===== src/rtl/wildcard_lookup_arbiter_if.sv =====
// Bundles the requester-side and match-stage-side signals of the wildcard lookup arbiter.
// The arbiter connects through the slave modport; the environment drives the master side.
interface wildcard_lookup_arbiter_if #(
    parameter int NUM_REQ        = 5,
    parameter int KEY_WIDTH      = 64,
    parameter int DATA_WIDTH     = 32,
    parameter int PKT_SIZE_WIDTH = 12,
    parameter int TAG_DEPTH_BITS = 3
);
    logic [NUM_REQ-1:0]                req_vld;
    logic [NUM_REQ*KEY_WIDTH-1:0]      req_key;
    logic [NUM_REQ*PKT_SIZE_WIDTH-1:0] req_pkt_size;
    logic [NUM_REQ-1:0]                req_rdy;

    logic [KEY_WIDTH-1:0]              flow_entry;
    logic [PKT_SIZE_WIDTH-1:0]         pkt_size;
    logic                              flow_entry_vld;
    logic                              wildcard_match_rdy;

    logic                              wildcard_data_vld;
    logic                              wildcard_hit;
    logic [DATA_WIDTH-1:0]             wildcard_data;

    logic [NUM_REQ-1:0]                rsp_vld;
    logic                              rsp_hit;
    logic [DATA_WIDTH-1:0]             rsp_data;

    logic [TAG_DEPTH_BITS:0]           outstanding;
    logic                              rsp_orphan_err;

    modport slave (
        input  req_vld, req_key, req_pkt_size, wildcard_match_rdy,
               wildcard_data_vld, wildcard_hit, wildcard_data,
        output req_rdy, flow_entry, pkt_size, flow_entry_vld,
               rsp_vld, rsp_hit, rsp_data, outstanding, rsp_orphan_err
    );

    modport master (
        output req_vld, req_key, req_pkt_size, wildcard_match_rdy,
               wildcard_data_vld, wildcard_hit, wildcard_data,
        input  req_rdy, flow_entry, pkt_size, flow_entry_vld,
               rsp_vld, rsp_hit, rsp_data, outstanding, rsp_orphan_err
    );
endinterface


===== src/rtl/wildcard_lookup_arbiter.sv =====
// Round-robin arbiter sharing the wildcard match lookup port among NUM_REQ requesters,
// with a tag FIFO that steers in-order results back to the requester that issued them.
module wildcard_lookup_arbiter #(
    parameter int NUM_REQ        = 5,
    parameter int KEY_WIDTH      = 64,
    parameter int DATA_WIDTH     = 32,
    parameter int PKT_SIZE_WIDTH = 12,
    parameter int TAG_DEPTH_BITS = 3
) (
    input  logic                     clk,
    input  logic                     reset,
    wildcard_lookup_arbiter_if.slave bus
);
    localparam int IDX_W     = (NUM_REQ > 1) ? $clog2(NUM_REQ) : 1;
    localparam int TAG_DEPTH = 1 << TAG_DEPTH_BITS;

    logic [IDX_W-1:0]          rrPtr_q, rrPtr_d;
    logic [IDX_W-1:0]          tagFifo_q [TAG_DEPTH];
    logic [TAG_DEPTH_BITS-1:0] wrPtr_q, rdPtr_q;
    logic [TAG_DEPTH_BITS:0]   outstanding_q, outstanding_d;

    logic [KEY_WIDTH-1:0]      flowEntry_q, flowEntry_d;
    logic [PKT_SIZE_WIDTH-1:0] pktSize_q, pktSize_d;
    logic                      flowEntryVld_q;
    logic [NUM_REQ-1:0]        rspVld_q, rspVld_d;
    logic                      rspHit_q, rspHit_d;
    logic [DATA_WIDTH-1:0]     rspData_q, rspData_d;
    logic                      orphanErr_q, orphanErr_d;

    logic                      grantAllowed;
    logic                      grantVld;
    logic [IDX_W-1:0]          grantIdx;
    logic [IDX_W:0]            scanIdx;
    logic [NUM_REQ-1:0]        reqRdy;
    logic                      push, pop, orphan;
    logic [IDX_W-1:0]          headTag;

    // Reset gates the grant so req_rdy reads 0 while the block is held in reset.
    assign grantAllowed = reset && bus.wildcard_match_rdy &&
                          (outstanding_q < (TAG_DEPTH_BITS+1)'(TAG_DEPTH));

    always_comb begin
        grantVld = 1'b0;
        grantIdx = '0;
        scanIdx  = '0;
        for (int k = 0; k < NUM_REQ; k++) begin
            scanIdx = {1'b0, rrPtr_q} + (IDX_W+1)'(k);
            if (scanIdx >= (IDX_W+1)'(NUM_REQ)) begin
                scanIdx = scanIdx - (IDX_W+1)'(NUM_REQ);
            end
            if (grantAllowed && !grantVld && bus.req_vld[scanIdx[IDX_W-1:0]]) begin
                grantVld = 1'b1;
                grantIdx = scanIdx[IDX_W-1:0];
            end
        end
    end

    always_comb begin
        reqRdy      = '0;
        flowEntry_d = flowEntry_q;
        pktSize_d   = pktSize_q;
        for (int i = 0; i < NUM_REQ; i++) begin
            if (grantVld && (grantIdx == IDX_W'(i))) begin
                reqRdy[i]   = 1'b1;
                flowEntry_d = bus.req_key[i*KEY_WIDTH +: KEY_WIDTH];
                pktSize_d   = bus.req_pkt_size[i*PKT_SIZE_WIDTH +: PKT_SIZE_WIDTH];
            end
        end
    end

    // A push in the same cycle does not make the FIFO non-empty for an arriving result.
    assign push    = grantVld;
    assign pop     = bus.wildcard_data_vld && (outstanding_q != '0);
    assign orphan  = bus.wildcard_data_vld && (outstanding_q == '0);
    assign headTag = tagFifo_q[rdPtr_q];

    always_comb begin
        rrPtr_d       = rrPtr_q;
        outstanding_d = outstanding_q;
        rspVld_d      = '0;
        rspHit_d      = rspHit_q;
        rspData_d     = rspData_q;
        orphanErr_d   = orphanErr_q | orphan;

        if (grantVld) begin
            rrPtr_d = (grantIdx == IDX_W'(NUM_REQ-1)) ? '0 : grantIdx + IDX_W'(1);
        end

        if (push && !pop) begin
            outstanding_d = outstanding_q + 1'b1;
        end else if (pop && !push) begin
            outstanding_d = outstanding_q - 1'b1;
        end

        if (pop) begin
            rspHit_d  = bus.wildcard_hit;
            rspData_d = bus.wildcard_data;
            for (int i = 0; i < NUM_REQ; i++) begin
                if (headTag == IDX_W'(i)) begin
                    rspVld_d[i] = 1'b1;
                end
            end
        end
    end

    always_ff @(posedge clk or negedge reset) begin
        if (!reset) begin
            rrPtr_q        <= '0;
            wrPtr_q        <= '0;
            rdPtr_q        <= '0;
            outstanding_q  <= '0;
            flowEntry_q    <= '0;
            pktSize_q      <= '0;
            flowEntryVld_q <= 1'b0;
            rspVld_q       <= '0;
            rspHit_q       <= 1'b0;
            rspData_q      <= '0;
            orphanErr_q    <= 1'b0;
            for (int i = 0; i < TAG_DEPTH; i++) begin
                tagFifo_q[i] <= '0;
            end
        end else begin
            rrPtr_q        <= rrPtr_d;
            outstanding_q  <= outstanding_d;
            flowEntry_q    <= flowEntry_d;
            pktSize_q      <= pktSize_d;
            flowEntryVld_q <= grantVld;
            rspVld_q       <= rspVld_d;
            rspHit_q       <= rspHit_d;
            rspData_q      <= rspData_d;
            orphanErr_q    <= orphanErr_d;
            if (push) begin
                tagFifo_q[wrPtr_q] <= grantIdx;
                wrPtr_q            <= wrPtr_q + 1'b1;
            end
            if (pop) begin
                rdPtr_q <= rdPtr_q + 1'b1;
            end
        end
    end

    assign bus.req_rdy        = reqRdy;
    assign bus.flow_entry     = flowEntry_q;
    assign bus.pkt_size       = pktSize_q;
    assign bus.flow_entry_vld = flowEntryVld_q;
    assign bus.rsp_vld        = rspVld_q;
    assign bus.rsp_hit        = rspHit_q;
    assign bus.rsp_data       = rspData_q;
    assign bus.outstanding    = outstanding_q;
    assign bus.rsp_orphan_err = orphanErr_q;

endmodule

===== src/flat_wrapper.sv =====
// flat-port wrapper written by rule: the top's interface ports become plain ports
module wildcard_lookup_arbiter_flat 
#(
    parameter int NUM_REQ        = 5,
    parameter int KEY_WIDTH      = 64,
    parameter int DATA_WIDTH     = 32,
    parameter int PKT_SIZE_WIDTH = 12,
    parameter int TAG_DEPTH_BITS = 3
)
  (clk, reset, bus_req_vld, bus_req_key, bus_req_pkt_size, bus_wildcard_match_rdy, bus_wildcard_data_vld, bus_wildcard_hit, bus_wildcard_data, bus_req_rdy, bus_flow_entry, bus_pkt_size, bus_flow_entry_vld, bus_rsp_vld, bus_rsp_hit, bus_rsp_data, bus_outstanding, bus_rsp_orphan_err);
  wildcard_lookup_arbiter_if #(.NUM_REQ(NUM_REQ), .KEY_WIDTH(KEY_WIDTH), .DATA_WIDTH(DATA_WIDTH), .PKT_SIZE_WIDTH(PKT_SIZE_WIDTH), .TAG_DEPTH_BITS(TAG_DEPTH_BITS)) bus_i ();
  input  logic clk;
  input  logic reset;
  input wire logic [$bits(bus_i.req_vld)-1:0] bus_req_vld;
  input wire logic [$bits(bus_i.req_key)-1:0] bus_req_key;
  input wire logic [$bits(bus_i.req_pkt_size)-1:0] bus_req_pkt_size;
  input wire logic [$bits(bus_i.wildcard_match_rdy)-1:0] bus_wildcard_match_rdy;
  input wire logic [$bits(bus_i.wildcard_data_vld)-1:0] bus_wildcard_data_vld;
  input wire logic [$bits(bus_i.wildcard_hit)-1:0] bus_wildcard_hit;
  input wire logic [$bits(bus_i.wildcard_data)-1:0] bus_wildcard_data;
  output wire logic [$bits(bus_i.req_rdy)-1:0] bus_req_rdy;
  output wire logic [$bits(bus_i.flow_entry)-1:0] bus_flow_entry;
  output wire logic [$bits(bus_i.pkt_size)-1:0] bus_pkt_size;
  output wire logic [$bits(bus_i.flow_entry_vld)-1:0] bus_flow_entry_vld;
  output wire logic [$bits(bus_i.rsp_vld)-1:0] bus_rsp_vld;
  output wire logic [$bits(bus_i.rsp_hit)-1:0] bus_rsp_hit;
  output wire logic [$bits(bus_i.rsp_data)-1:0] bus_rsp_data;
  output wire logic [$bits(bus_i.outstanding)-1:0] bus_outstanding;
  output wire logic [$bits(bus_i.rsp_orphan_err)-1:0] bus_rsp_orphan_err;
  assign bus_i.req_vld = bus_req_vld;
  assign bus_i.req_key = bus_req_key;
  assign bus_i.req_pkt_size = bus_req_pkt_size;
  assign bus_i.wildcard_match_rdy = bus_wildcard_match_rdy;
  assign bus_i.wildcard_data_vld = bus_wildcard_data_vld;
  assign bus_i.wildcard_hit = bus_wildcard_hit;
  assign bus_i.wildcard_data = bus_wildcard_data;
  assign bus_req_rdy = bus_i.req_rdy;
  assign bus_flow_entry = bus_i.flow_entry;
  assign bus_pkt_size = bus_i.pkt_size;
  assign bus_flow_entry_vld = bus_i.flow_entry_vld;
  assign bus_rsp_vld = bus_i.rsp_vld;
  assign bus_rsp_hit = bus_i.rsp_hit;
  assign bus_rsp_data = bus_i.rsp_data;
  assign bus_outstanding = bus_i.outstanding;
  assign bus_rsp_orphan_err = bus_i.rsp_orphan_err;
  wildcard_lookup_arbiter #(.NUM_REQ(NUM_REQ), .KEY_WIDTH(KEY_WIDTH), .DATA_WIDTH(DATA_WIDTH), .PKT_SIZE_WIDTH(PKT_SIZE_WIDTH), .TAG_DEPTH_BITS(TAG_DEPTH_BITS)) u_core (.clk(clk), .reset(reset), .bus(bus_i));
endmodule

===== config.mk =====
export PLATFORM = sky130hd
export DESIGN_NAME = wildcard_lookup_arbiter_flat
export DESIGN_NICKNAME = d
export VERILOG_FILES = /design/src/rtl/wildcard_lookup_arbiter_if.sv /design/src/rtl/wildcard_lookup_arbiter.sv /design/src/flat_wrapper.sv
export SDC_FILE = /design/constraint.sdc
export NUM_CORES = 1
export LEC_CHECK = 0
export CAP_MARGIN = 5
export CORE_AREA = 2 2 215 217
export CTS_CLUSTER_DIAMETER = 200
export DETAILED_ROUTE_END_ITERATION = 16
export DIE_AREA = 0 0 217 219
export PLACE_DENSITY = 0.56
export SYNTH_ARGS = -nofsm -noshare
export SYNTH_HDL_FRONTEND = slang
export SYNTH_SLANG_ARGS = --single-unit

===== constraint.sdc =====
create_clock -name clk -period 17.2 [get_ports clk]
set_input_delay 5.16 -clock clk [delete_from_list [all_inputs] [get_ports clk]]
set_output_delay 5.16 -clock clk [all_outputs]
set_load 0.02 [all_outputs]

# --- Word-level counts from Yosys, hierarchy flattened ---
# Cells that the tools add are included.
op_classes:
  n_shift: 0
  reduce_logical: 33
  n_bitwise: 3
  n_eq_ne: 8
  mul: 0
  order_cmp: 14
  addsub: 14
  n_div: 0
  n_mux: 55
ops:
  columns: ["operator", "n"]
  rows:
  - ["2-to-1 mux 64 bit", 5]
  - ["2-to-1 mux 12 bit", 5]
  - ["2-to-1 mux 3 bit", 14]
  - ["bitwise mux 24 bit", 1]
  - ["logical AND 1 bit", 21]
  - ["< comparator 3 x 4 -> 1 bit, second input constant", 5]
  - ["2-to-1 mux 1 bit", 20]
  - ["greater-or-equal comparator 4 x 3 -> 1 bit, second input constant", 4]
  - ["binary-select mux 1 bit (select 3 bit)", 5]
  - ["subtractor 3 bit, second input constant", 5]
  - ["== test 3 x 2 -> 1 bit, second input constant", 4]
  - ["adder 3 x 1 -> 3 bit, second input constant", 3]
  - ["binary-select mux 3 bit (select 3 bit)", 1]
  - ["demux 3 bit (select 3 bit)", 1]
  - ["adder 3 x 2 -> 4 bit, second input constant", 2]
  - ["greater-or-equal comparator 4 bit, second input constant", 2]
  - ["2-to-1 mux 4 bit", 2]
  - ["NOT 3 -> 4 bit", 2]
  - ["== test 3 x 1 -> 1 bit, second input constant", 2]
  - ["== test 3 bit, second input constant", 2]
  - ["logical NOT 1 bit", 6]
  - ["logical NOT 3 bit", 2]
  - ["2-to-1 mux 5 bit", 1]
  - ["nonzero test 5 bit", 1]
  - ["other kinds (11)", 11]
totals:
  romBits: 0
  mem_bits_rw: 0
  out_inout_bits: 125
  latch_bits: 0
  wordCells: 146
  register_bits: 153
  mem_count: 0

# --- Depth between registers and ports, before layout ---
depth:
  depth_word: 29
  depth_mapped: 23
  mapped_depth_nobuf: 19

# --- Least setup slack after synthesis ---
# OpenSTA, ideal clock, no wires.
synth_timing:
  kind: "in2out"
  startpoint: "input port bus_wildcard_match_rdy"
  endpoint: "output port bus_req_rdy[4]"
  arrival_ns: 7.960
  path_buffers: 3
  cell_stages: 12
  t_required_ns: 12.040
  setup_slack_ns: 4.080
  cell_sequence: "nand3b_1 > or4_1 > o21a_1 > o211a_2 > a221o_1 > a22o_2 > inv_1 > clkbuf_1 > ha_1 > and3_1 > buf_2 > clkbuf_1"
synth_between:
  elab_chain_cells: 23
  word_cells_on_any_way: 28
  classes_between: "eq/ne: 1; mux: 11; reduce/logical: 16"
synth_rtl:
  columns: ["item", "line_no", "source"]
  rows:
  - ["start, declared", "flat_wrapper.sv:17", "input wire logic [$bits(bus_i.wildcard_match_rdy)-1:0] bus_wildcard_match_rdy;"]
  - ["logical AND 1 bit * (2 in series)", "wildcard_lookup_arbiter.sv:39", "assign grantAllowed = reset && bus.wildcard_match_rdy &&"]
  - ["logical AND 1 bit", "wildcard_lookup_arbiter.sv:51", "if (grantAllowed && !grantVld && bus.req_vld[scanIdx[IDX_W-1:0]]) begin"]
  - ["2-to-1 mux 1 bit", "wildcard_lookup_arbiter.sv:51", null]
  - ["logical NOT 1 bit", "wildcard_lookup_arbiter.sv:51", null]
  - ["logical AND 1 bit (2 in series)", "wildcard_lookup_arbiter.sv:51", null]
  - ["2-to-1 mux 1 bit", "wildcard_lookup_arbiter.sv:51", null]
  - ["logical NOT 1 bit", "wildcard_lookup_arbiter.sv:51", null]
  - ["logical AND 1 bit (2 in series)", "wildcard_lookup_arbiter.sv:51", null]
  - ["[2 not listed]", null, null]
  - ["logical AND 1 bit (2 in series)", "wildcard_lookup_arbiter.sv:51", null]
  - ["2-to-1 mux 1 bit", "wildcard_lookup_arbiter.sv:51", null]
  - ["logical NOT 1 bit", "wildcard_lookup_arbiter.sv:51", null]
  - ["logical AND 1 bit (2 in series)", "wildcard_lookup_arbiter.sv:51", null]
  - ["2-to-1 mux 3 bit", "wildcard_lookup_arbiter.sv:51", null]
  - ["== test 3 bit", "wildcard_lookup_arbiter.sv:63", "if (grantVld && (grantIdx == IDX_W'(i))) begin"]
  - ["logical AND 1 bit *", "wildcard_lookup_arbiter.sv:63", null]
  - ["2-to-1 mux 1 bit *", "wildcard_lookup_arbiter.sv:63", null]
  - ["end, declared", "flat_wrapper.sv:21", "output wire logic [$bits(bus_i.req_rdy)-1:0] bus_req_rdy;"]
# Mark *: on every way between the ends. The rest lies on a longest branch, timed or not.

# --- Final worst setup path ---
layout_timing:
  startpoint: "input port bus_req_vld[2]"
  endpoint: "output port bus_req_rdy[4]"
layout_between:
  elab_chain_cells: 23
  word_cells_on_any_way: 36
  classes_between: "eq/ne: 1; mux: 21; reduce/logical: 14"
layout_rtl:
  columns: ["item", "line_no", "source"]
  rows:
  - ["start, declared", "flat_wrapper.sv:14", "input wire logic [$bits(bus_i.req_vld)-1:0] bus_req_vld;"]
  - ["binary-select mux 1 bit (select 3 bit)", "wildcard_lookup_arbiter.sv:51", null]
  - ["2-to-1 mux 1 bit (not written as such)", "wildcard_lookup_arbiter.sv:51", null]
  - ["logical AND 1 bit", "wildcard_lookup_arbiter.sv:51", null]
  - ["2-to-1 mux 1 bit", "wildcard_lookup_arbiter.sv:51", null]
  - ["logical NOT 1 bit", "wildcard_lookup_arbiter.sv:51", null]
  - ["logical AND 1 bit (2 in series)", "wildcard_lookup_arbiter.sv:51", null]
  - ["2-to-1 mux 1 bit", "wildcard_lookup_arbiter.sv:51", null]
  - ["logical NOT 1 bit", "wildcard_lookup_arbiter.sv:51", null]
  - ["[4 not listed]", null, null]
  - ["logical AND 1 bit (2 in series)", "wildcard_lookup_arbiter.sv:51", null]
  - ["2-to-1 mux 1 bit", "wildcard_lookup_arbiter.sv:51", null]
  - ["logical NOT 1 bit", "wildcard_lookup_arbiter.sv:51", null]
  - ["logical AND 1 bit (2 in series)", "wildcard_lookup_arbiter.sv:51", null]
  - ["2-to-1 mux 3 bit", "wildcard_lookup_arbiter.sv:51", null]
  - ["== test 3 bit", "wildcard_lookup_arbiter.sv:63", null]
  - ["logical AND 1 bit *", "wildcard_lookup_arbiter.sv:63", null]
  - ["2-to-1 mux 1 bit *", "wildcard_lookup_arbiter.sv:63", null]
# Mark *: on every way between the ends. The rest lies on a longest branch, timed or not. The select of a mux whose other input is x is not followed.

==> flow_summary.yaml <==
setup_path:
  cp_max_fo: 44
  end_kind: "primary output"
  path_class: "primary input to primary output"
  required_ps: 12040
  worstRegToRegCells: 19
  cp-start-kind: "primary input"
  cp_data_arrival_time_ps: 9650
routing:
  drt_iter0_markers: 607
  ant_nets: 0
  num_vias: 9623
  vias_per_cell: 4.73
  wl_per_cell_um: 20.8
  dr.pass1.iters: 5
  drc: 0
  routed_wl_um: 42200
synthesis:
  synthFlopType: "dfrtp_1"
  synth_seq_cells: 153
  avgSynthCellArea_um2: 9.92
  ys_warn_count: 0
  synth-edff-count: 0
  synth_cell_type_count: 68
  yosysTopAreaCell: "dfrtp_1"
  synth_nets: 1356
  netlist_area_um2: 9100
  synth.top_cell.area_share_pct: 42.1
  async_flop_share_pct: 100
  synth-seq-area-share_pct: 42.1
  synthTopCellsByArea: "dfrtp_1, o22a_1, a22oi_1, o31ai_1, mux2_2"
  syn_inst: 917
power:
  ir_drop_uv: 252
  cellPowerDensity_nw_per_um2: 240
  p_total_mw: 3.76
  leakage_nw: 6.01
clocking:
  cts_buffers: 17
  cts_setup_buffers: 0
  cts_root_buf: "clkbuf_16"
  clock_sinks: 153
  cts_buffer_depth: 2
  path_clk_slew_ps: 70
  postCtsHoldBufs: 0
  ctsResizeCount: 0
  clk-insertion-delay-late_ps: 470
  htreeDepth: 4
  cts_tree: "yes"
global_route:
  grt_use_met3_pct: 5.63
  gr-usage-met2_pct: 29.3
  gr-total-overflow: 0
  global_route.usage.met1_pct: 20.6
  grt_pass1_wl_um: 61400
  grtUsageTotal_pct: 17.2
  grt_pass1_vias: 9928
  antenna_found_initial: 5
  grt.busiest_layer: "met2"
  grt_max_degree: 76
placed_design:
  globalplace.congestion: 0.862
  portBuffers: 546
  placed_area_um2: 15100
  dp_hpwl_um: 32200
sta:
  rsz0062_at_grt: "false"
  setup-tns-final_ps: 0
  tightest_slew_ps: 1080
  fmax_mhz: 67.5
  relSlewSlack_pct: 28.1
  final-max-slew-violation-count: 0
  min_period_ps: 14810
  fin_skew_ps: 13.6
  hold_viol_final: 0
  period_share_pct: 86.1
  setup_viol_count_final: 0
job:
  drv_cap: 0
cells_and_area:
  final_cell_area_um2: 15700
  final_common_cell: "clkdlybuf4s50_1"
  drive_gt1_share_pct: 8.46
  final_util_pct: 34.8
  fillers: 4642
  fin_nets: 1856
  syn_to_final_growth_pct: 72.3
  final_cell_mix: "clkdlybuf4s50_1, dfrtp_1, nor2_1, o21ai_0"
min_path:
  hp-class: "register to register"
  min_path_cells: 1
die:
  die_h_um: 219
  dieWidth_um: 217
  rows: 78
  dieArea_um2: 47500
  core-area_um2: 45100
  io_pins: 547
  start_util_pct: 20.2
outcome:
  status: "finished, final reports clean"
## cells by family after synthesis
logic type                 share of synthesized area (%)
AOI/OAI and AO/OA                                   30.7
and+or+nand+nor                                     9.76
DFF                                                 42.1
buffers and inverters                               4.78
xor gates and xnor gates                            1.46
adders and majority gates                           2.50
muxes                                               8.70
## layer usage
layer | share of wire, % | vias to the layer above | routed length, µm
li1 | - | 4509 | -
met1 | 40 | 4680 | 17100
met2 | 50 | 387 | 21200
met3 | 7.3 | 45 | 3090
met4 | 2.0 | 2 | 847
met5 | 0.038 | - | 16
## registers in the layout, indices dropped and copies added (netlist names)
name                       cells
u_core.bus.rsp_orphan_err      1
u_core.bus.outstanding         4
u_core.bus.pkt_size           12
u_core.bus.rsp_data           32
u_core.bus.flow_entry         64
u_core.wrPtr_q                 3
u_core.bus.rsp_hit             1
u_core.tagFifo_q              24
u_core.bus.flow_entry_vld      1
u_core.rdPtr_q                 3
u_core.bus.rsp_vld             5
u_core.rrPtr_q                 3
## Yosys cell counts, types with 8 or more instances
library cell and number:
o21ai_0 84, o31ai_1 71, clkbuf_1 29, a21oi_1 22, o22a_1 75, inv_1 12
mux2_2 43, mux2i_1 15, nand2_1 30, a211oi_1 8, xnor2_1 8, buf_2 27
dfrtp_1 153, o31ai_2 10, o21ai_1 11, ha_1 15, nor2_1 106, buf_4 13
a22oi_1 75
## worst paths after layout
kind	start	end	slack [ps]
setup / recovery	bus_req_vld[2]	bus_req_rdy[4]	2390
hold / removal	u_core.bus.rsp_orphan_err	u_core.bus.rsp_orphan_err	450
setup reg to reg	u_core.rrPtr_q[0]	u_core.bus.flow_entry[27]	10050
hold reg to reg	u_core.bus.rsp_orphan_err	u_core.bus.rsp_orphan_err	450
max in group asynchronous	reset	u_core.bus.flow_entry[37]	11460
min in group asynchronous	reset	u_core.bus.rsp_data[29]	4560
## critical path, stage by stage
cell and delay (ps):
clkdlybuf4s50_1 680, nor4bb_1 110, o31ai_1 250, o311ai_0 260, or2_1 310, o211a_2 290, a221o_1 340, a22o_2 340
inv_1 330, ha_1 270, and3_4 550, clkdlybuf4s50_1 720
## cell type report
| class | instances | area [µm²] | share of cell area (%) |
|---|---|---|---|
| flip-flops and latches | 153 | 3830 | 24.4 |
| inverters | 14 | 52.6 | 0.335 |
| clock inverters | 14 | 161 | 1.03 |
| well taps | 600 | 751 | 4.79 |
| clock buffers | 18 | 439 | 2.80 |
| repair buffers | 557 | 5550 | 35.4 |
| diodes | 5 | 12.5 | 0.0798 |
| multi-input cells | 674 | 4880 | 31.1 |
## power by group
group / total (mW) / switching, mW / leakage, nW / internal (mW)
Clock: 0.401 / 0.180 / 0.284 / 0.221
Sequential: 0.676 / 0.114 / 1.86 / 0.562
Combinational: 2.68 / 1.62 / 3.86 / 1.06
Total: 3.76 / 1.91 / 6.01 / 1.85
## through the flow
step	instances	setup WS [ps]	hold slack [ps]
after floorplan	917	4080	445
after global placement	1998	2460	438
after detailed placement	1998	2400	444
after CTS	2030	2400	460
after global routing	2033	2110	496
final	2035	2390	453
(Power assumes the default switching activity.)
